$ cat config.mk
export PLATFORM = sky130hd
export DESIGN_NAME = rr_read_arbiter
export DESIGN_NICKNAME = d
export VERILOG_FILES = /design/src/rtl/rr_read_arbiter_pkg.sv /design/src/rtl/rr_picker.sv /design/src/rtl/rr_read_arbiter.sv
export SDC_FILE = /design/constraint.sdc
export NUM_CORES = 1
export LEC_CHECK = 0
export CAP_MARGIN = 0
export CORE_MARGIN = 2
export CORE_UTILIZATION = 26
export CTS_BUF_LIST = sky130_fd_sc_hd__clkbuf_16
export DETAILED_ROUTE_END_ITERATION = 16
export PLACE_DENSITY = 0.91
export SETUP_SLACK_MARGIN = 0.1
export SKIP_CTS_REPAIR_TIMING = 1
export SKIP_LAST_GASP = 1
export SYNTH_ARGS = -nofsm -noshare
export SYNTH_HDL_FRONTEND = slang
export SYNTH_SLANG_ARGS = --single-unit
$ cat constraint.sdc
create_clock -name clk -period 2 [get_ports clk]
set_clock_uncertainty 0.15 [all_clocks]
set_input_delay 0.4 -clock clk [delete_from_list [all_inputs] [get_ports clk]]
set_output_delay 0.4 -clock clk [all_outputs]
set_load 0.02 [all_outputs]
$ cat src/rtl/rr_read_arbiter_pkg.sv
// Shared types and constants for the round-robin AXI read arbiter.
`ifndef ADDR_WIDTH
`define ADDR_WIDTH 26
`endif
`ifndef DATA_WIDTH
`define DATA_WIDTH 32
`endif

package rr_read_arbiter_pkg;
    localparam int AXI_ID_WIDTH  = 4;
    localparam int AXI_LEN_WIDTH = 4;

    typedef enum logic [1:0] {
        IDLE = 2'd0,
        ADDR = 2'd1,
        DATA = 2'd2
    } arb_state_t;

    // Index width that stays at least one bit wide for a single master.
    function automatic int idx_width(input int n);
        return (n > 1) ? $clog2(n) : 1;
    endfunction
endpackage

$ cat src/rtl/rr_picker.sv
// Rotating priority encoder: first asserted request at or after i_start, wrapping.
module rr_picker
    import rr_read_arbiter_pkg::*;
#(
    parameter int N     = 3,
    parameter int IDX_W = idx_width(N)
) (
    input  logic [N-1:0]     i_req,
    input  logic [IDX_W-1:0] i_start,
    output logic [IDX_W-1:0] o_grant,
    output logic             o_valid
);
    // Scan from farthest to nearest so the nearest hit is the last assignment.
    always_comb begin
        int w_idx;
        o_grant = '0;
        o_valid = 1'b0;
        for (int k = N - 1; k >= 0; k--) begin
            w_idx = (int'(i_start) + k) % N;
            if (i_req[w_idx]) begin
                o_grant = IDX_W'(w_idx);
                o_valid = 1'b1;
            end
        end
    end
endmodule

$ cat src/rtl/rr_read_arbiter.sv
// Arbitrates several read masters onto one AXI read port, one burst in flight at a time.
module rr_read_arbiter
    import rr_read_arbiter_pkg::*;
#(
    parameter int MASTERS    = 3,
    parameter int ADDR_WIDTH = `ADDR_WIDTH,
    parameter int DATA_WIDTH = `DATA_WIDTH,
    parameter int FIXED_PRIO = 0
) (
    input  logic                              clk,
    input  logic                              rst_n,
    input  logic [MASTERS-1:0]                m_arvalid,
    output logic [MASTERS-1:0]                m_arready,
    input  logic [MASTERS*ADDR_WIDTH-1:0]     m_araddr,
    input  logic [MASTERS*AXI_LEN_WIDTH-1:0]  m_arlen,
    output logic [MASTERS-1:0]                m_rvalid,
    input  logic [MASTERS-1:0]                m_rready,
    output logic                              m_rlast,
    output logic [DATA_WIDTH-1:0]             m_rdata,
    output logic                              s_arvalid,
    input  logic                              s_arready,
    output logic [AXI_ID_WIDTH-1:0]           s_arid,
    output logic [AXI_LEN_WIDTH-1:0]          s_arlen,
    output logic [ADDR_WIDTH-1:0]             s_araddr,
    input  logic                              s_rvalid,
    output logic                              s_rready,
    input  logic                              s_rlast,
    input  logic [AXI_ID_WIDTH-1:0]           s_rid,
    input  logic [DATA_WIDTH-1:0]             s_rdata,
    output logic                              o_busy,
    output logic                              o_err
);
    localparam int IDX_W = idx_width(MASTERS);

    arb_state_t               r_state;
    arb_state_t               w_next;
    logic [IDX_W-1:0]         r_g;
    logic [IDX_W-1:0]         r_last_g;
    logic [AXI_LEN_WIDTH-1:0] r_beat_cnt;
    logic                     r_err;
    logic [IDX_W-1:0]         w_start;
    logic [IDX_W-1:0]         w_pick;
    logic                     w_pick_valid;
    logic [ADDR_WIDTH-1:0]    w_sel_addr;
    logic [AXI_LEN_WIDTH-1:0] w_sel_len;
    logic                     w_id_match;
    logic                     w_ar_hs;
    logic                     w_fwd_hs;
    logic                     w_drain_hs;

    assign w_start = (FIXED_PRIO != 0) ? '0 :
                     ((int'(r_last_g) + 1 >= MASTERS) ? '0 : r_last_g + 1'b1);

    rr_picker #(
        .N     (MASTERS),
        .IDX_W (IDX_W)
    ) u_picker (
        .i_req   (m_arvalid),
        .i_start (w_start),
        .o_grant (w_pick),
        .o_valid (w_pick_valid)
    );

    assign w_sel_addr = m_araddr[int'(r_g)*ADDR_WIDTH +: ADDR_WIDTH];
    assign w_sel_len  = m_arlen[int'(r_g)*AXI_LEN_WIDTH +: AXI_LEN_WIDTH];
    assign w_id_match = (s_rid == AXI_ID_WIDTH'(r_g));
    assign w_ar_hs    = (r_state == ADDR) && s_arready;
    assign w_fwd_hs   = (r_state == DATA) && s_rvalid && w_id_match && m_rready[r_g];
    assign w_drain_hs = (r_state == DATA) && s_rvalid && !w_id_match;

    always_ff @(posedge clk or negedge rst_n) begin
        if (!rst_n) r_state <= IDLE;
        else        r_state <= w_next;
    end

    always_comb begin
        w_next = r_state;
        case (r_state)
            IDLE:    if (w_pick_valid)         w_next = ADDR;
            ADDR:    if (s_arready)            w_next = DATA;
            DATA:    if (w_fwd_hs && s_rlast)  w_next = IDLE;
            default:                           w_next = IDLE;
        endcase
    end

    // Beat counter mismatches against s_rlast flag a protocol error but never stall the burst.
    always_ff @(posedge clk or negedge rst_n) begin
        if (!rst_n) begin
            r_g        <= '0;
            r_last_g   <= IDX_W'(MASTERS - 1);
            r_beat_cnt <= '0;
            r_err      <= 1'b0;
        end else begin
            if (r_state == IDLE && w_pick_valid) r_g <= w_pick;
            if (w_ar_hs)
                r_beat_cnt <= w_sel_len;
            else if (w_fwd_hs && r_beat_cnt != '0)
                r_beat_cnt <= r_beat_cnt - 1'b1;
            if (w_fwd_hs && s_rlast) r_last_g <= r_g;
            if (w_drain_hs || (w_fwd_hs && (s_rlast != (r_beat_cnt == '0))))
                r_err <= 1'b1;
        end
    end

    always_comb begin
        m_arready = '0;
        m_rvalid  = '0;
        s_arvalid = 1'b0;
        s_arid    = '0;
        s_araddr  = '0;
        s_arlen   = '0;
        s_rready  = 1'b0;
        m_rdata   = '0;
        m_rlast   = 1'b0;
        case (r_state)
            ADDR: begin
                s_arvalid      = 1'b1;
                s_arid         = AXI_ID_WIDTH'(r_g);
                s_araddr       = w_sel_addr;
                s_arlen        = w_sel_len;
                m_arready[r_g] = s_arready;
            end
            DATA: begin
                m_rvalid[r_g] = s_rvalid && w_id_match;
                s_rready      = w_id_match ? m_rready[r_g] : 1'b1;
                m_rdata       = s_rdata;
                m_rlast       = s_rlast;
            end
            default: ;
        endcase
    end

    assign o_busy = (r_state != IDLE);
    assign o_err  = r_err;
endmodule

==> results by group, run 1 <==
Layout
  • Layout cells sized above 1: 0.468
  • Filler cells: 407
  • Final Non-Filler Cells: 579
  • Area Growth Syn to Fin: 190%
  • NumNets Final: 641
  • ANT cells: 0

Timing
  • Setup TNS: -6.41 ns
  • Slew Limit Fails: 0
  • Fin crit share: 1.20
  • Rel. slew slack: 0.639
  • Fin crit period: 2.41 ns
  • Unrepaired setup endpoints after global routing: yes
  • F_max: 0.415 GHz
  • Final WS setup: -0.410 ns
  • Worst Tran Pin Value: 0.539 ns
  • Final Hold Viols: 0
  • Final setup viols: 37

Global routing
  • Global-route wire length before repair: 13,000 um
  • Global Route Usage Sum: 0.226
  • GRT Residual Overflow: 0
  • Vias in the first global route: 2,668
  • Largest net degree at the start of global routing: 32
  • Initial antenna violation count: 0

Synth
  • Sequential share of the synthesized area: 0.165
  • Synth cell types: 33
  • Syn_area_per_cell: 6.78 um^2
  • #FFs+latches synth: 11
  • Area contributors post-synth: mux2i_1, dfrtp_1, nor2_1
  • Post-Syn Area: 1680 um^2
  • Mapped Cells: 247
  • Share of the synthesized area in the top cell type: 0.203
  • YS warnings: 0
  • Largest area contributor in the netlist: mux2i_1

Worst setup path
  • Required time of the critical path: 1.45 ns
  • Worst setup SP type: primary input
  • CP most frequent cell: buf_4
  • Worst R2R End: r_last_g[0]$_DFFE_PN0P_
  • Flop-to-flop setup slack: -0.04 ns
  • CP top delay family: buffers and inverters
  • RR Startpoint: r_g[0]$_DFFE_PN0P_
  • CP Cell Sequence: clkdlybuf4s50_1 -> nor4_4 -> buf_4 -> nand3_4 -> nor3_2 -> buf_4
  • Critical path's slowest cell: clkdlybuf4s50_1
  • Crit-path max FO: 4
  • CP arrival: 1.86 ns
  • Slowest cell delay on critical path: 0.44 ns
  • CP Class: primary input to primary output
  • CP Depth: 6
  • Setup crit end kind: primary output
  • Sum of buffers and inverters on the critical path: 3
  • R2r worst-path depth: 6

Power and ir drop
  • Maximum VDD drop: 944 uV
  • PwrDens: 1200 nW/um^2
  • Total power draw: 5850 uW
  • Static Leak: 0.00215 uW

Min path
  • Hold_sp: o_err$_DFFE_PN0P_
  • HP Class: register to register
  • Endpoint of the worst hold path: o_err$_DFFE_PN0P_
  • Worst hold stages: 1

Floorplan
  • Num rows: 29
  • Die W: 84.3 um
  • I/O pin count: 214
  • Die Y-Extent: 84.3 um
  • Core Area: 6280 um^2
  • Die ar.: 7100 um^2
  • Initial core utilization: 0.267

Clock network
  • Clock Sinks: 11
  • CTS Buffer Depth: 2
  • Reg clk slew, reported paths: 0.05 ns
  • Inserted Clock Buffers: 3
  • CTS tree: done
  • Later-pin clock latency in the skew report: 0.24 ns
  • H-tree depth: 1
  • Clock root cell: clkbuf_16

Route
  • Wire length per cell: 18.2 um
  • Final ANT Viol Nets: 0
  • Via count: 2,861
  • Total routed wirelength: 10,600 um
  • Detailed Routing Iterations Pass 1: 4
  • Remaining DRCs: 0
  • DR iter-0 viols: 133
  • Post-DR vias/cell: 4.94

Placement
  • Hpwl dp: 7190 um
  • PortBufs: 211
  • Placer Congestion: 0.890
  • Placed Cells: 550

Flow run
  • Max-cap violations: 0

Status
  • Status: finished, violations left
  • Violated checks: setup timing
==> flip-flops by register name (all words and copies together), names as in the netlist <==
name and cells:
r_beat_cnt 4, o_err 1, r_state 2, r_last_g 2, r_g 2
==> per-layer routing <==
layer / part of all wire / global-route usage
met4: 0.029 / 0.0894
met3: 0.071 / 0.0678
met5: 0 / 0
met2: 0.55 / 0.423
met1: 0.35 / 0.234
==> where the power goes <==
part           total, uW  internal (uW)  switching (uW)
Sequential           406            309            97.2
Combinational       5080           2590            2490
Clock                364            263             102
==> worst max-delay path by stage <==
| stage | end | slack, ns | from |
|---|---|---|---|
| floorplan | m_rvalid[2] | 0.06 | r_g[0]$_DFFE_PN0P_ |
| global placement | m_rvalid[0] | -0.94 | s_rid[0] |
| detailed placement | m_rvalid[0] | -0.96 | s_rid[0] |
| CTS | m_rvalid[0] | -0.99 | s_rid[0] |
| global route | m_rvalid[0] | -0.48 | s_rid[2] |
| finish | m_rvalid[0] | -0.41 | s_rid[2] |
==> cells in the final DEF, fill, tap and decap left out, drive strengths merged, types with 4 or more instances in the layout <==
cell,count
clkbuf,15
a21oi,32
and2,35
nand2b,4
o21ai,5
buf,118
nor2,66
xor2,4
clkdlybuf4s50,135
dlymetal6s2s,4
inv,6
dfrtp,10
mux2i,34
nand2,4
==> layout make-up <==
cell class | count | area [um^2] | area share
flip-flops and latches | 11 | 278 | 0.0571
clock inverters | 1 | 3.75 | 0.000772
clock buffers | 3 | 75.1 | 0.0154
multi-input cells | 213 | 1690 | 0.348
inverters | 5 | 18.8 | 0.00386
well taps | 77 | 96.3 | 0.0198
repair buffers | 269 | 2700 | 0.555
==> Yosys cell counts <==
cell / instances
nor2_1: 66
xnor2_1: 2
nand2_1: 4
nand3_1: 3
o22ai_1: 1
conb_1: 1
dfrtp_1: 10
nand4_1: 2
ha_1: 1
o21ai_1: 2
nor3_1: 3
and2_1: 35
o2bb2ai_1: 1
mux2i_1: 34
o31ai_1: 1
a21oi_1: 32
buf_4: 4
buf_2: 5
a22o_1: 1
xor2_1: 4
a21o_1: 1
a31o_1: 1
o21ai_0: 3
and2b_1: 1
clkbuf_1: 10
dfstp_2: 1
nor4_4: 1
nor3b_1: 2
mux2_1: 2
inv_1: 5
nand2b_1: 4
and4_4: 1
nor2b_1: 3
==> logic make-up after synthesis <==
kind of cell | count (synthesis) | synth area share
DFF | 11 | 0.165
AOI/OAI and AO/OA | 43 | 0.139
adders and majority gates | 1 | 0.00747
other | 1 | 0.00224
muxes | 36 | 0.217
and+or+nand+nor | 125 | 0.372
xor gates and xnor gates | 6 | 0.0314
buffers and inverters | 24 | 0.0665
==> worst register-to-register path: cells and delay by family (launching register included) <==
kind / cells / cell delay, ns
AND/OR/NAND/NOR: 2 / 0.57
flip-flops: 1 / 0.41
buffers and inverters: 2 / 0.31
multiplexers: 1 / 0.31
XOR/XNOR: 1 / 0.17
==> stage by stage <==
stage | hold slack, ns | utilization | worst slack [ns] | instance area [um^2]
floorplan | -0.0456 | - | 0.0550 | 1750
global placement | 0.315 | 0.658 | -0.940 | 4130
detailed placement | 0.322 | 0.658 | -0.965 | 4130
CTS | 0.337 | 0.670 | -0.985 | 4210
global route | 0.348 | 0.775 | -0.481 | 4860
finish | 0.339 | 0.775 | -0.410 | 4860
(Power assumes the default switching activity.)
==> run 2: changes to the inputs <==
CTS_CLUSTER_SIZE = 12   (was not set)
HOLD_SLACK_MARGIN = 0.1   (was not set)
==> results of run 2 <==
No change in the layout: final DEF, timing and power equal those of run 1.
